--- config.mk ---
export PLATFORM = sky130hd
export DESIGN_NAME = instruction_fetch
export DESIGN_NICKNAME = d
export VERILOG_FILES = /design/src/rtl/mips_pkg.sv /design/src/rtl/next_pc_calc.sv /design/src/rtl/instruction_fetch.sv
export SDC_FILE = /design/constraint.sdc
export NUM_CORES = 1
export LEC_CHECK = 0
export ABC_AREA = 1
export CAP_MARGIN = 20
export CORE_UTILIZATION = 25
export CTS_CLUSTER_DIAMETER = 30
export DETAILED_ROUTE_END_ITERATION = 8
export PLACE_DENSITY = 0.46
export SLEW_MARGIN = 25
export SYNTH_ARGS = -nofsm -noshare
export SYNTH_HDL_FRONTEND = slang
export SYNTH_HIERARCHICAL = 1
export SYNTH_SLANG_ARGS = --single-unit
export TNS_END_PERCENT = 1
--- constraint.sdc ---
create_clock -name CLK -period 3.37 [get_ports CLK]
set_input_delay 0.674 -clock CLK [delete_from_list [all_inputs] [get_ports CLK]]
set_output_delay 0.674 -clock CLK [all_outputs]
set_load 0.1 [all_outputs]
--- src/rtl/mips_pkg.sv ---
`timescale 1ns/1ps
// Shared MIPS definitions: opcode and ALU codes used by control, fetch FSM states, default reset PC.
package mips_pkg;

   localparam logic [31:0] DEFAULT_RESET_PC = 32'h0000_0000;

   localparam logic [5:0] OP_RTYPE = 6'h00;
   localparam logic [5:0] OP_J     = 6'h02;
   localparam logic [5:0] OP_BEQ   = 6'h04;
   localparam logic [5:0] OP_ADDI  = 6'h08;
   localparam logic [5:0] OP_SLTI  = 6'h0A;
   localparam logic [5:0] OP_ANDI  = 6'h0C;
   localparam logic [5:0] OP_ORI   = 6'h0D;
   localparam logic [5:0] OP_LW    = 6'h23;
   localparam logic [5:0] OP_SW    = 6'h2B;

   localparam logic [3:0] ALU_AND = 4'h0;
   localparam logic [3:0] ALU_OR  = 4'h1;
   localparam logic [3:0] ALU_ADD = 4'h2;
   localparam logic [3:0] ALU_SUB = 4'h6;
   localparam logic [3:0] ALU_SLT = 4'h7;
   localparam logic [3:0] ALU_NOR = 4'hC;

   typedef enum logic [1:0] {
      FETCH_IDLE  = 2'd0,
      FETCH_REQ   = 2'd1,
      FETCH_VALID = 2'd2
   } fetch_state_t;

   function automatic logic signed [31:0] sign_ext16(input logic [15:0] imm);
      return $signed({{16{imm[15]}}, imm});
   endfunction

endpackage

--- src/rtl/next_pc_calc.sv ---
`timescale 1ns/1ps
// Combinational next-PC selection: sequential, branch-relative, or pseudo-direct jump.
module next_pc_calc
   import mips_pkg::*;
(
   input  logic [31:0] pc,
   input  logic [25:0] target_imm,
   input  logic        branch,
   input  logic        jump,
   input  logic        zero,
   output logic [31:0] pc_plus4,
   output logic [31:0] next_pc
);

   logic signed [31:0] branch_offset;
   logic        [31:0] branch_target;
   logic        [31:0] jump_target;

   assign pc_plus4      = pc + 32'd4;
   assign branch_offset = sign_ext16(target_imm[15:0]) <<< 2;
   assign branch_target = pc_plus4 + $unsigned(branch_offset);
   assign jump_target   = {pc_plus4[31:28], target_imm, 2'b00};

   // Jump outranks a taken branch when control raises both
   always_comb begin
      next_pc = pc_plus4;
      if (jump)
         next_pc = jump_target;
      else if (branch && zero)
         next_pc = branch_target;
   end

endmodule

--- src/rtl/instruction_fetch.sv ---
`timescale 1ns/1ps
// Program counter and instruction fetch over a req/ack memory handshake; holds the word until retired.
module instruction_fetch
   import mips_pkg::*;
#(
   parameter logic [31:0] RESET_PC = DEFAULT_RESET_PC
)
(
   input  logic        CLK,
   input  logic        Reset_L,
   output logic        IMemReq,
   output logic [31:0] IMemAddr,
   input  logic        IMemAck,
   input  logic [31:0] IMemData,
   output logic [31:0] Instruction,
   output logic [5:0]  Opcode,
   output logic        InstrValid,
   output logic [31:0] PC,
   output logic [31:0] PCPlus4,
   input  logic        Advance,
   input  logic        Branch,
   input  logic        Jump,
   input  logic        Zero
);

   fetch_state_t state;
   logic [31:0]  pc;
   logic [31:0]  instr;
   logic         instr_valid;
   logic         mem_req;
   logic [31:0]  next_pc;
   logic [31:0]  pc_plus4;

   next_pc_calc u_next_pc (
      .pc         (pc),
      .target_imm (instr[25:0]),
      .branch     (Branch),
      .jump       (Jump),
      .zero       (Zero),
      .pc_plus4   (pc_plus4),
      .next_pc    (next_pc)
   );

   // Request is raised on entry to FETCH and dropped on the ack edge, so it is a clean register
   always_ff @(posedge CLK or negedge Reset_L) begin
      if (!Reset_L) begin
         state       <= FETCH_IDLE;
         pc          <= RESET_PC;
         instr       <= '0;
         instr_valid <= 1'b0;
         mem_req     <= 1'b0;
      end else begin
         case (state)
            FETCH_IDLE: begin
               state   <= FETCH_REQ;
               mem_req <= 1'b1;
            end
            FETCH_REQ: begin
               if (IMemAck) begin
                  instr       <= IMemData;
                  instr_valid <= 1'b1;
                  mem_req     <= 1'b0;
                  state       <= FETCH_VALID;
               end
            end
            FETCH_VALID: begin
               if (Advance) begin
                  pc          <= next_pc;
                  instr_valid <= 1'b0;
                  mem_req     <= 1'b1;
                  state       <= FETCH_REQ;
               end
            end
            default: begin
               state   <= FETCH_IDLE;
               mem_req <= 1'b0;
            end
         endcase
      end
   end

   assign IMemReq     = mem_req;
   assign IMemAddr    = pc;
   assign PC          = pc;
   assign PCPlus4     = pc_plus4;
   assign Instruction = instr;
   assign Opcode      = instr[31:26];
   assign InstrValid  = instr_valid;

endmodule

# Word-level counts from Yosys, hierarchy flattened
# Index checks and enable logic that the tools add are counted.
# classes
shifts	0
n_eq_ne	4
div_mod_pow	0
n_bitwise	0
n_addsub	2
n_mux	11
n_reduce_logical	7
order_cmp	0
mul	0
# op_table
op	count
32-bit 2-to-1 mux	2
32-bit by 3-bit adder with 32-bit output, second input constant	1
32-bit adder	1
2-bit one-hot mux with 3 select lines	1
2-bit AND reduction	3
1-bit 2-to-1 mux	4
2-bit 2-to-1 mux	2
2-bit inequality test, second input constant	2
1-bit one-hot mux with 3 select lines	1
3-bit AND reduction	1
2-bit by 1-bit equality test with 1-bit output, second input constant	1
2-bit equality test, second input constant	1
2-bit zero test	1
1-bit one-hot mux with 2 select lines	1
2-bit nonzero test	1
1-bit logical AND	1
# word_totals
latchBits	0
register_bits	68
mem_bits_rw	0
n_memories	0
rom_bits	0
in_bits	39

# Depth between registers and ports, before layout
# depth
word_depth	4
ltp_mapped	23
ltp_nobuf	23

# Modules after synthesis
# Netlist, hierarchy kept.
# by_module_without_submodules
mod	cells_per_inst	n_inst	area_each_um2
next_pc_calc	710	1	3559.7
instruction_fetch	336	1	3118.0

# Worst setup path after synthesis
# OpenSTA, ideal clock, no wires.
# synth_path
path_kind	reg2reg
start	register pc[2], in the netlist IMemAddr[2]
end	register pc[23], in the netlist IMemAddr[23]
n_path_buf	0
arrival_time_ps	4924
required_time_ps	3247
setup_ps	123
path_stages_with_launch	20
slack_ps	-1677
path_cell_list	dfrtp_1 -> ha_1 -> nand2_1 -> nor2_4 -> nand2_4 -> xnor2_1 -> ha_1 -> nand2_2 -> inv_1 -> nand2_1 -> nand2_1 -> a21oi_1 -> nand2_2 -> nand2_1 -> nand2_1 -> xor2_1 -> nand2_1 -> nand2_1 -> nand4_1 -> nand2_1
# synth_between
elab_chain_cells	4
# synth_rtl
item	line	source
start, declared	instruction_fetch.sv:27	logic [31:0] pc;
start signal, assigned	instruction_fetch.sv:68	pc <= next_pc;
32-bit by 3-bit adder with 32-bit output	next_pc_calc.sv:19	assign pc_plus4 = pc + 32'd4;
via PCPlus4[10]	instruction_fetch.sv:19	output logic [31:0] PCPlus4,
32-bit adder	next_pc_calc.sv:21	assign branch_target = pc_plus4 + $unsigned(branch_offset);
32-bit 2-to-1 mux	next_pc_calc.sv:29	else if (branch && zero)
32-bit 2-to-1 mux	next_pc_calc.sv:27	if (jump)
via next_pc[23]	instruction_fetch.sv:31	logic [31:0] next_pc;
# The timed path passes the listed nets, and every way through them passes these cells.
# A chain may end at the register's enable or synchronous reset.

# Final worst setup path
# layout_path
start	register pc[2], in the netlist IMemAddr[2]
end	register pc[24], in the netlist IMemAddr[24]
# layout_between
elab_chain_cells	4
# layout_rtl
item	line
32-bit by 3-bit adder with 32-bit output (*)	next_pc_calc.sv:19
32-bit adder	next_pc_calc.sv:21
32-bit 2-to-1 mux (*)	next_pc_calc.sv:29
32-bit 2-to-1 mux (*)	next_pc_calc.sv:27
via next_pc[24]	instruction_fetch.sv:31
# The timed path passes the listed nets; every way through them passes the cells marked *.

==> metrics.cfg <==
[status]
status=finished, violations left
violations=design-rule violations

[logic_synthesis]
synth.distinct_cells=44
yosysWarningCount=6
async_flop_share=1.00
yosysMostFrequentCell=nand2_1
ys_ff_latch=67
synth_seq_area_share=0.251
synth.avg_cell_area_sq_um=6.38
synth_common_cells=nand2_1, inv_1, nor2_1, nand4_1, dfrtp_1
synth_top_area_frac=0.251
synth_edf_count=0
netlist_area_sq_um=6680
syn_inst=1046
yosysTopAreaCell=dfrtp_1
ys.flop_type=dfrtp_1
synth_top_cells_by_area=dfrtp_1, nand2_1, nand4_1, ha_1, inv_1
syn_nets=1122

[grt]
grt_overflow=0
grt_usage=0.215
grt_max_degree=68
grt_pass1_vias=7283
grt_pass1_wl_um=43500
grt_antenna_before_repair=0

[clocking]
clkSinkCount=67
clockRootBuffer=clkbuf_16
cts.reportedPaths.clkPinSlew_ps=60
insertion_delay_ps=340
htreeDepth=3
cts_made_buffers=9
postCtsHoldBufs=0
cts_max_path_buffers=2
cts_tree=built

[floorplanning]
coreArea_sq_um=26100
ioPinCount=175
die_h_um=165
initial_utilization=0.256
die_w_um=165
rows=59
dieArea_sq_um=27400

[flow_run]
max_cap_viol_count=0

[finish]
fillers=2875
drive_gt1_frac=0.288
num-nets-final=1330
final_cells=1594
n_antenna_cell=0
syn_to_final_growth_pct=43.9
register_area_sq_um=1700
multiInputGateArea_sq_um=4360

[timing]
period_needed_ps=3190
hold_viol_final=0
setup_violations=0
tightest_slew_ps=672
drv_slew=0
finalClockSkew_ps=15.2
slew_headroom=0.552
fin_crit_sh=0.947
rsz0062_at_grt=true
fmax_mhz=313

[setup_path]
cp-start-kind=flop
rrSetupSlack_ps=180
cp_max_fo=5
crit_path_frequent_cell=nand2_1
endpoint=IMemAddr[24]$_DFFE_PN0P_
path_cells=ha_1 -> nand2_1 -> nor2_4 -> nand2_4 -> nor2_1 -> xor2_1 -> buf_4 -> inv_1 -> ha_4 -> nand2_1 -> nor2_1 -> inv_1 -> nor3_2 -> nand3_2 -> nand4_1 -> nand3_1 -> nand2_1 -> inv_1 -> nand4_1 -> nand2_1
cp-startpoint=IMemAddr[2]$_DFFE_PN0P_
cp.required_ps=3590
crit_type=flop to flop
end_kind=flop
reg2reg_to=IMemAddr[24]$_DFFE_PN0P_
r2r_start=IMemAddr[2]$_DFFE_PN0P_
critical_path_arrival_ps=3410
r2r_cells=20
max_stage_delay_ps=410
critPathSlowestCell=dfrtp_4

[routing]
num_vias=7546
via_per_inst=4.73
wire_per_inst_um=18.2
routed_wl_um=29000
dr.first_iter.drc_count=589
ant_nets=0
drc=18
firstDrtPassIters=7

[placed_design]
port_buffers=174
place_congestion=0.911
hpwl_um=23000
placed_cells=1567

[worst_hold_path]
hold_class=primary input to async pin

[state kept, by name, summed over array words and instances, names as in the netlist]
signal and flops:
state 2, InstrValid 1, IMemAddr 32, Instruction 32
[cell usage in the layout (no fill, tap or decap), types with 6 or more instances in the layout]
cell type / n
nand4_1: 73
clkbuf_16: 9
nor2_1: 67
ha_4: 7
dfrtp_2: 15
inv_1: 114
xor2_2: 6
xor2_1: 10
clkdlybuf4s50_1: 37
inv_2: 7
a21oi_1: 34
o21ai_0: 14
o22ai_1: 6
o21bai_1: 8
nand2_2: 13
nand2_1: 366
ha_1: 27
nor2_2: 12
nor2_4: 8
nor3_2: 8
dfrtp_1: 51
buf_4: 220
a21oi_2: 8
o21ai_1: 9
nand3_1: 53
buf_12: 15
nor3_1: 8
[routing by layer]
layer / global-route usage / share of wire / vias to the layer above
li1: - / - / 3756
met1: 0.298 / 0.47 / 3488
met2: 0.339 / 0.45 / 267
met3: 0.0345 / 0.060 / 35
met4: 0.0674 / 0.026 / 0
met5: 0 / 0 / -
[critical path, delay by kind of cell, from the launching register on]
kind                     cells  cell delay (ps)
XOR/XNOR                     1              160
AND/OR/NAND/NOR             13             1640
flip-flops                   1              410
adder cells (fa/ha/maj)      2              480
buffers and inverters        4              390
[repair_timing]
| item | 4_1_cts | 5_1_grt |
|---|---|---|
| endpoints found under the setup margin | 2 | 20 |
| gates resized for setup | 2 | 51 |
| buffers inserted | 0 | 11 |
| pin swaps | 0 | 3 |
[cells by family (layout without fill, tap and decap cells)]
family                     Yosys count  count (layout)  synth area share
and+or+nand+nor                    625             625             0.415
buffers and inverters              202             415             0.153
AOI/OAI and AO/OA                   90              90            0.0753
DFF                                 67              67             0.251
adders and majority gates           37              37            0.0705
xor gates and xnor gates            25              25            0.0350
[worst min path at each step]
stage	slack, ps	startpoint	endpoint	depth (start not counted)
finish	340	Reset_L	Instruction[29]$_DFFE_PN0P_	1
global route	410	Reset_L	Instruction[27]$_DFFE_PN0P_	1
CTS	490	InstrValid$_DFFE_PN0P_	InstrValid$_DFFE_PN0P_	2
detailed placement	470	InstrValid$_DFFE_PN0P_	InstrValid$_DFFE_PN0P_	2
global placement	470	InstrValid$_DFFE_PN0P_	InstrValid$_DFFE_PN0P_	2
floorplan	380	Reset_L	IMemAddr[0]$_DFFE_PN0P_	0
[metrics by stage]
| step | area (sq um) | hold slack, ps | util | setup WS (ps) | setup TNS, ps |
|---|---|---|---|---|---|
| floorplan | 6870 | 378 | - | -511 | -11060 |
| global placement | 9000 | 472 | 0.344 | -95.7 | -352 |
| detailed placement | 9000 | 473 | 0.344 | 16.4 | 0 |
| CTS | 9320 | 489 | 0.356 | 91.4 | 0 |
| global route | 9610 | 410 | 0.368 | -31.5 | -54.7 |
| finish | 9610 | 344 | 0.368 | 179 | 0 |
[cell type report]
| type | instances | share of cell area |
|---|---|---|
| multi-input cells | 777 | 0.454 |
| repair buffers | 273 | 0.243 |
| flip-flops and latches | 67 | 0.177 |
| inverters | 126 | 0.0505 |
| well taps | 335 | 0.0436 |
| clock buffers | 10 | 0.0249 |
| clock inverters | 6 | 0.00755 |
Power is not shown: default switching activity piles up to over one toggle a cycle in this logic, so the estimate is an artifact.
